`src/rtl/alarm_pkg.sv`:
```
// Shared definitions for the alarm ring controller: FSM state encoding,
// the snooze counter width and a helper for sizing tick timers.
package alarm_pkg;

    typedef enum logic [1:0] {
        ST_IDLE   = 2'd0,
        ST_RING   = 2'd1,
        ST_SNOOZE = 2'd2,
        ST_DONE   = 2'd3
    } alarm_state_t;

    // Width of the per-event snooze counter (MAX_SNOOZE is limited to 0..3).
    localparam int SNOOZE_USED_W = 2;

    // Bits needed to hold 0..max_val without wrapping (at least one bit).
    function automatic int cnt_width(input int max_val);
        return (max_val < 1) ? 1 : $clog2(max_val + 1);
    endfunction

endpackage

```
`src/rtl/btn_debounce.sv`:
```
// Push-button conditioner: 2-flop synchronizer, stability counter and a
// debounced level. A debounced rising level produces a one-cycle press pulse;
// releases are filtered the same way but produce no pulse.
module btn_debounce #(
    parameter int DEBOUNCE_CYCLES = 500000
) (
    input  logic clk,
    input  logic rst,
    input  logic btn,
    output logic press
);

    localparam int CW = (DEBOUNCE_CYCLES < 2) ? 1 : $clog2(DEBOUNCE_CYCLES + 1);
    localparam logic [CW-1:0] LAST_CNT = CW'(DEBOUNCE_CYCLES - 1);

    logic          sync1_q;
    logic          sync2_q;
    logic          level_q;
    logic          level_dly_q;
    logic          press_q;
    logic [CW-1:0] cnt_q;

    // Synchronize, count consecutive samples that disagree with the accepted
    // level, flip the level on the DEBOUNCE_CYCLES-th one, and pulse on rises.
    always_ff @(posedge clk) begin
        if (rst) begin
            sync1_q     <= 1'b0;
            sync2_q     <= 1'b0;
            level_q     <= 1'b0;
            level_dly_q <= 1'b0;
            press_q     <= 1'b0;
            cnt_q       <= '0;
        end else begin
            sync1_q     <= btn;
            sync2_q     <= sync1_q;
            level_dly_q <= level_q;
            press_q     <= level_q & ~level_dly_q;
            if (sync2_q == level_q) begin
                cnt_q <= '0;
            end else if (cnt_q == LAST_CNT) begin
                level_q <= sync2_q;
                cnt_q   <= '0;
            end else begin
                cnt_q <= cnt_q + CW'(1);
            end
        end
    end

    assign press = press_q;

endmodule

```
`src/rtl/alarm_ring_ctrl.sv`:
```
// Turns the alarm-clock match level into a ring sequence: buzzer enable,
// blinking indicator, bounded snooze, stop and automatic silence on timeout.
// Timebase is the one-cycle tick enable from the frequency divider.
module alarm_ring_ctrl
    import alarm_pkg::*;
#(
    parameter int DEBOUNCE_CYCLES    = 500000,
    parameter int SNOOZE_TICKS       = 5,
    parameter int RING_TIMEOUT_TICKS = 30,
    parameter int MAX_SNOOZE         = 3
) (
    input  logic                     clk,
    input  logic                     rst,
    input  logic                     tick,
    input  logic                     alarm_match,
    input  logic                     btn_snooze,
    input  logic                     btn_stop,
    output logic                     ring,
    output logic                     blink,
    output logic                     snoozing,
    output logic [SNOOZE_USED_W-1:0] snooze_used,
    output alarm_state_t             state_dbg
);

    localparam int RW = cnt_width(RING_TIMEOUT_TICKS);
    localparam int SW = cnt_width(SNOOZE_TICKS);
    localparam logic [RW-1:0]            RING_LIMIT   = RW'(RING_TIMEOUT_TICKS);
    localparam logic [SW-1:0]            SNOOZE_LIMIT = SW'(SNOOZE_TICKS);
    localparam logic [SNOOZE_USED_W-1:0] SNOOZE_MAX   = SNOOZE_USED_W'(MAX_SNOOZE);

    logic snooze_press;
    logic stop_press;

    alarm_state_t             state_q;
    logic                     ring_q;
    logic                     blink_q;
    logic                     snoozing_q;
    logic [SNOOZE_USED_W-1:0] snooze_used_q;
    logic [RW-1:0]            ring_timer_q;
    logic [RW-1:0]            ring_timer_d;
    logic [SW-1:0]            snooze_timer_q;
    logic [SW-1:0]            snooze_timer_d;
    logic                     match_q;
    logic                     match_prev_q;
    logic                     match_rise;

    btn_debounce #(.DEBOUNCE_CYCLES(DEBOUNCE_CYCLES)) u_snooze_db (
        .clk   (clk),
        .rst   (rst),
        .btn   (btn_snooze),
        .press (snooze_press)
    );

    btn_debounce #(.DEBOUNCE_CYCLES(DEBOUNCE_CYCLES)) u_stop_db (
        .clk   (clk),
        .rst   (rst),
        .btn   (btn_stop),
        .press (stop_press)
    );

    // Next timer values and the registered-match rise detector.
    always_comb begin
        ring_timer_d   = ring_timer_q + RW'(1);
        snooze_timer_d = snooze_timer_q + SW'(1);
        match_rise     = match_q & ~match_prev_q;
    end

    // Ring FSM with its timers and registered outputs. Reset loads the match
    // history as "high" so a match level still held after reset cannot be
    // taken for a new rise; it must fall and rise again.
    always_ff @(posedge clk) begin
        if (rst) begin
            state_q        <= ST_IDLE;
            ring_q         <= 1'b0;
            blink_q        <= 1'b0;
            snoozing_q     <= 1'b0;
            snooze_used_q  <= '0;
            ring_timer_q   <= '0;
            snooze_timer_q <= '0;
            match_q        <= 1'b1;
            match_prev_q   <= 1'b1;
        end else begin
            match_q      <= alarm_match;
            match_prev_q <= match_q;
            case (state_q)
                ST_IDLE: begin
                    if (match_rise) begin
                        state_q        <= ST_RING;
                        ring_q         <= 1'b1;
                        blink_q        <= 1'b1;
                        ring_timer_q   <= '0;
                        snooze_timer_q <= '0;
                        snooze_used_q  <= '0;
                    end
                end
                ST_RING: begin
                    // Stop beats everything; a timeout tick beats snooze.
                    if (stop_press || (tick && ring_timer_d == RING_LIMIT)) begin
                        state_q <= ST_DONE;
                        ring_q  <= 1'b0;
                        blink_q <= 1'b0;
                    end else if (snooze_press && snooze_used_q < SNOOZE_MAX) begin
                        state_q        <= ST_SNOOZE;
                        ring_q         <= 1'b0;
                        blink_q        <= 1'b0;
                        snoozing_q     <= 1'b1;
                        snooze_used_q  <= snooze_used_q + SNOOZE_USED_W'(1);
                        snooze_timer_q <= '0;
                    end else if (tick) begin
                        ring_timer_q <= ring_timer_d;
                        blink_q      <= ~blink_q;
                    end
                end
                ST_SNOOZE: begin
                    if (stop_press) begin
                        state_q    <= ST_DONE;
                        snoozing_q <= 1'b0;
                    end else if (tick) begin
                        if (snooze_timer_d == SNOOZE_LIMIT) begin
                            state_q      <= ST_RING;
                            ring_q       <= 1'b1;
                            blink_q      <= 1'b1;
                            snoozing_q   <= 1'b0;
                            ring_timer_q <= '0;
                        end else begin
                            snooze_timer_q <= snooze_timer_d;
                        end
                    end
                end
                ST_DONE: begin
                    if (!match_q) begin
                        state_q       <= ST_IDLE;
                        snooze_used_q <= '0;
                    end
                end
                default: state_q <= ST_IDLE;
            endcase
        end
    end

    assign ring        = ring_q;
    assign blink       = blink_q;
    assign snoozing    = snoozing_q;
    assign snooze_used = snooze_used_q;
    assign state_dbg   = state_q;

endmodule

```
`config.mk`:
```
export PLATFORM = sky130hd
export DESIGN_NAME = alarm_ring_ctrl
export DESIGN_NICKNAME = d
export VERILOG_FILES = /design/src/rtl/alarm_pkg.sv /design/src/rtl/btn_debounce.sv /design/src/rtl/alarm_ring_ctrl.sv
export SDC_FILE = /design/constraint.sdc
export NUM_CORES = 1
export LEC_CHECK = 0
export BUFFER_PORTS_ARGS = -buffer_cell sky130_fd_sc_hd__buf_2
export CELL_PAD_IN_SITES_DETAIL_PLACEMENT = 0
export CELL_PAD_IN_SITES_GLOBAL_PLACEMENT = 1
export CORE_MARGIN = 1.5
export CORE_UTILIZATION = 41
export CTS_CLUSTER_SIZE = 12
export DETAILED_ROUTE_END_ITERATION = 16
export GPL_TIMING_DRIVEN = 1
export PLACE_DENSITY_LB_ADDON = 0.1
export SYNTH_ARGS = -nofsm -noshare
export SYNTH_HDL_FRONTEND = slang
export SYNTH_HIERARCHICAL = 1
export SYNTH_SLANG_ARGS = --single-unit
```
`constraint.sdc`:
```
create_clock -name clk -period 1.7 [get_ports clk]
set_input_delay 0.085 -clock clk [delete_from_list [all_inputs] [get_ports clk]]
set_output_delay 0.085 -clock clk [all_outputs]
set_load 0.05 [all_outputs]
```
# [Word level (Yosys, flattened, before mapping)]
# Cells that the tools add are included.
[totals] reg_bits=65 wordCells=121
[op_classes] mux=44 n_addsub=5 eq_ne=23 magnitude_cmp=1 bitwise_logic=9 reduce_logical=18
[ops] cell="19-bit by 1-bit adder with 19-bit output, second input constant" n=2
[ops] cell="19-bit equality test, second input constant" n=2
[ops] cell="5-bit 2-to-1 mux" n=7
[ops] cell="2-bit 2-to-1 mux" n=10
[ops] cell="2-bit != test, second input constant" n=10
[ops] cell="3-bit 2-to-1 mux" n=6
[ops] cell="5-bit one-hot mux with 3 select lines" n=1
[ops] cell="5-bit AND reduction" n=3
[ops] cell="1-bit 2-to-1 mux" n=14
[ops] cell="6-bit AND reduction" n=2
[ops] cell="3-bit one-hot mux with 3 select lines" n=1
[ops] cell="2-bit one-hot mux with 4 select lines" n=1
[ops] cell="8-bit AND reduction" n=1
[ops] cell="7-bit AND reduction" n=1
[ops] cell="3-bit by 2-bit != test with 1-bit output, second input constant" n=2
[ops] cell="1-bit NOT" n=6
[ops] cell="1-bit one-hot mux with 3 select lines" n=2
[ops] cell="2-bit one-hot mux with 3 select lines" n=1
[ops] cell="3-bit nonzero test" n=2
[ops] cell="3-bit OR reduction" n=2
[ops] cell="5-bit by 1-bit adder with 5-bit output, second input constant" n=1
[ops] cell="5-bit equality test, second input constant" n=1
[ops] cell="2-bit equality test, second input constant" n=2
[ops] cell="4-bit != test, second input constant" n=1
[ops] cell="other kinds (14)" n=19

# [Longest topological paths before layout]
[depth] word_depth=6 mapped_depth=6 ltp_nobuf=6

# [Hierarchy]
# The synthesis kept the hierarchy.
[by_module_without_submodules] mod="btn_debounce (u_stop_db)" seq_area_each_um2=480.5 cells_per_inst=114 area_each_um2=1038.5 instances=1
[by_module_without_submodules] mod="alarm_ring_ctrl" seq_area_each_um2=340.3 cells_per_inst=120 area_each_um2=1027.2 instances=1
[by_module_without_submodules] mod="btn_debounce (u_snooze_db)" seq_area_each_um2=480.5 cells_per_inst=111 area_each_um2=1019.7 instances=1

# [Least setup slack after synthesis]
# No wires, ideal clock.
[synth_path] path_type="reg2reg" startpoint="reg snooze_used_q[0] (netlist: snooze_used[0])" endpoint="reg ring_timer_q[2]" slack_ns=-0.225 path_stages_with_launch=7 synth_period_minus_slack_ns=1.925 arrival_ns=1.851 required_time_ns=1.625 cell_sequence="dfxtp_1 > ha_1 > nand2b_1 > nor3b_2 > o21ai_2 > or4_1 > a31oi_1"
[synth_via] elab_chain_cells=4
[synth_rtl] item="start, declared" line="alarm_ring_ctrl.sv:38" text="logic [SNOOZE_USED_W-1:0] snooze_used_q;"
[synth_rtl] item="start signal, assigned" line="alarm_ring_ctrl.sv:107" text="snooze_used_q <= snooze_used_q + SNOOZE_USED_W'(1);"
[synth_rtl] item="2-bit less-than comparator" line="alarm_ring_ctrl.sv:102" text="end else if (snooze_press && snooze_used_q < SNOOZE_MAX) begin"
[synth_rtl] item="1-bit logical AND" line="alarm_ring_ctrl.sv:102"
[synth_rtl] item="2-bit != test (no source line)"
[synth_rtl] item="8-bit AND reduction (no source line)"
[synth_rtl] item="end signal, assigned" line="alarm_ring_ctrl.sv:110" text="ring_timer_q <= ring_timer_d;"
[synth_rtl] item="end, declared" line="alarm_ring_ctrl.sv:39" text="logic [RW-1:0] ring_timer_q;"
# Every way passes these cells.
# A chain may end at the register's enable or synchronous reset.

# [Final worst setup path]
[layout_path] startpoint="reg u_snooze_db.cnt_q[0]" endpoint="reg u_snooze_db.cnt_q[2]"
[layout_via] elab_chain_cells=2
[layout_rtl] item="start, declared" line="btn_debounce.sv:21" text="logic [CW-1:0] cnt_q;"
[layout_rtl] item="start signal, assigned" line="btn_debounce.sv:44" text="cnt_q <= cnt_q + CW'(1);"
[layout_rtl] item="branches (longest 2 deep; another with 19-bit by 1-bit adder with 19-bit output)"
# Several ways; the timed one is not identified.

==> impl_metrics.ini <==
[status]
status = finished clean

[logic_synthesis]
synth_fp_nets = 358
synth-seq-cells = 65
yosysWarnings = 6
avgSynthCellArea_um2 = 8.94
yosysTopAreaCell = dfxtp_1
async_flop_share = 0
ys_seq_area_frac = 0.422
ys_types = 58
ys.flop_type = dfxtp_1
netlist_top_cells_area = dfxtp_1, xnor2_1, nor2_1
synth-edff-count = 0
syn_inst = 345
synthDominantCellAreaShare = 0.422
syn_area_um2 = 3090

[cts]
worst_skew_pair.late_latency_ns = 0.34
cts_tree = yes
clk_pin_slew_ns = 0.07
cts_sinks = 65
cts_max_path_buffers = 2
clk_root_buffer_cell = clkbuf_8
htreeDepth = 3
numCtsBuffers = 9

[floorplanning]
start_util = 0.425
rows = 31
ios = 13
die_h_um = 89.8
fp.dieW_um = 89.8
design.core.area_um2 = 7250
fp.dieArea_um2 = 8060

[sta]
max_freq_mhz = 600
clock_skew_ns = 0.0122
worst_slew_pin_slew_ns = 0.423
relSlewSlack = 0.718
setup_tns_ns = 0
hold_viol_final = 0
slew_viol_final = 0
layout_setup_ws_ns = 0.0331
timing.final.crit_share = 0.981
setup_violations = 0
rsz0062_at_grt = yes
fin_crit_ns = 1.67

[job]
maxCapViolations = 0

[setup_path]
cp_cell_sequence = ha_4 -> nand3_4 -> or4_4 -> o31ai_4 -> buf_12 -> nor2_1
cp_slowest_stage_delay_ns = 0.44
crit_arrival_ns = 1.89
cp_slowest_cell = or4_4
crit_required_ns = 1.92
cp_max_fo = 19
path_delay_family = simple AND/OR/NAND/NOR gates
endpoint_kind = flip-flop
critical_path_class = reg2reg
critPathLaunchType = flip-flop
path_buf_inv = 1

[routing]
wirelength_um = 6430
wl_per_cell_um = 12.7
ant_nets = 0
top_layer_used = met4
viasPerCell = 5.11
drcViolationCount = 0
drtIter0Drc = 89
wl_met2_um = 2900
num_vias = 2581
wl_met1_um = 3180
wl_met3_um = 184
firstDrtPassIters = 4

[placed_design]
hpwl_um = 4620
dpl_worst_slack_ns = -0.0475
port_buffers = 12
gp_congestion = 0.835

[power_and_ir_drop]
p_clk_frac = 0.434
power.internal_w = 0.00246
p_per_area_nw_per_um2 = 814
irDropWorstVdd_mv = 0.462
switchingPower_w = 0.000720
p_comb_frac = 0.076
p_seq_frac = 0.490
switching_share = 0.226
leakagePower_nw = 1.32

[final_layout]
drive_gt1_frac = 0.266
n_antenna_cell = 0
ff_latch_area_um2 = 1320
multi_input_area_um2 = 1790
fin_nets = 415
syn2layout_area_growth_pct = 26.6
fillers = 681
final_cell_mix = dfxtp_1, nor2_1, buf_4
final_common_cell = dfxtp_1

[global_routing]
overflow = 0
grt_max_degree = 25
grt_first_pass_wirelength_um = 11000
first_global_vias = 2442
antenna_found_initial = 0
grt_use_total = 0.168

[min_path]
min_path_type = in2reg
-- cells in the mapped netlist (6+ instances only) --
library cell,number
xor2_1,6
nand3_1,14
inv_1,19
a21oi_1,14
nor2_1,47
xnor2_1,27
nand4_1,13
ha_1,7
dfxtp_1,65
nor2b_1,10
nor3_1,12
nor4_1,12
nand2_1,13
nand2b_1,8
o21ai_0,8
-- through the flow --
step | total power [W] | hold slack, ns | std cells | utilization | area, µm²
2_1_floorplan | 0.00174 | 0.157 | 345 | - | 3110
3_3_place_gp | 0.00182 | 0.274 | 482 | 0.483 | 3500
3_5_place_dp | 0.00182 | 0.277 | 482 | 0.483 | 3500
4_1_cts | 0.00323 | 0.161 | 501 | 0.521 | 3780
5_1_grt | 0.00333 | 0.190 | 505 | 0.539 | 3910
6_report | 0.00318 | 0.169 | 505 | 0.539 | 3910
-- worst paths after layout --
| check | depth (start not counted) | slack (ns) | to | start |
|---|---|---|---|---|
| setup / recovery | 6 | 0.03 | u_snooze_db/cnt_q[2] | u_snooze_db/cnt_q[0] |
| hold reg to reg | 1 | 0.39 | u_snooze_db/press | u_snooze_db/level_dly_q |
| hold / removal | 2 | 0.17 | u_stop_db/sync1_q | rst |
| setup reg to reg | 6 | 0.03 | u_snooze_db/cnt_q[2] | u_snooze_db/cnt_q[0] |
-- sequential cells by signal (all words and copies together) (netlist names), 2 cells and up --
signal             flops
ring_timer_q           5
snooze_timer_q         3
snooze_used            2
state_dbg              2
u_snooze_db/cnt_q     19
u_stop_db/cnt_q       19
-- power by group through the flow --
stage,Combinational [W],Clock [W],Sequential [W]
floorplan,0.000109,0,0.00163
global placement,0.000225,0,0.00159
detailed placement,0.000224,0,0.00159
CTS,0.000232,0.00143,0.00156
global route,0.000263,0.00151,0.00156
finish,0.000242,0.00138,0.00156
-- area by class of cell --
cell class,instances,share of cell area
Inverter,19,0.0183
Timing Repair Buffer,52,0.0983
Multi-Input combinational cell,255,0.459
Tap cell,99,0.0317
Clock buffer,13,0.0458
Sequential cell,65,0.338
Clock inverter,2,0.00897
-- kinds of logic (layout without fill, tap and decap cells) --
| logic type | after synthesis | after routing | share of synthesized area |
|---|---|---|---|
| and+or+nand+nor | 156 | 156 | 0.277 |
| DFF | 65 | 65 | 0.422 |
| AOI/OAI and AO/OA | 57 | 57 | 0.133 |
| xor gates and xnor gates | 34 | 34 | 0.0989 |
| buffers and inverters | 25 | 86 | 0.0377 |
| adders and majority gates | 7 | 7 | 0.0284 |
| muxes | 1 | 1 | 0.00324 |
-- routing by layer --
layer	up-vias	GRT usage
li1	1338	-
met1	1192	0.217
met2	36	0.263
met3	15	0.0338
met4	0	0.0926
met5	-	0
-- repair_timing --
action,CTS,global route
pin swaps,3,6
buffers inserted,1,4
hold buffers,3,0
endpoints found under the hold margin,3,0
setup endpoints to repair,4,36
gates resized for setup,4,21
Note: power is estimated with default switching activity, not from simulation.
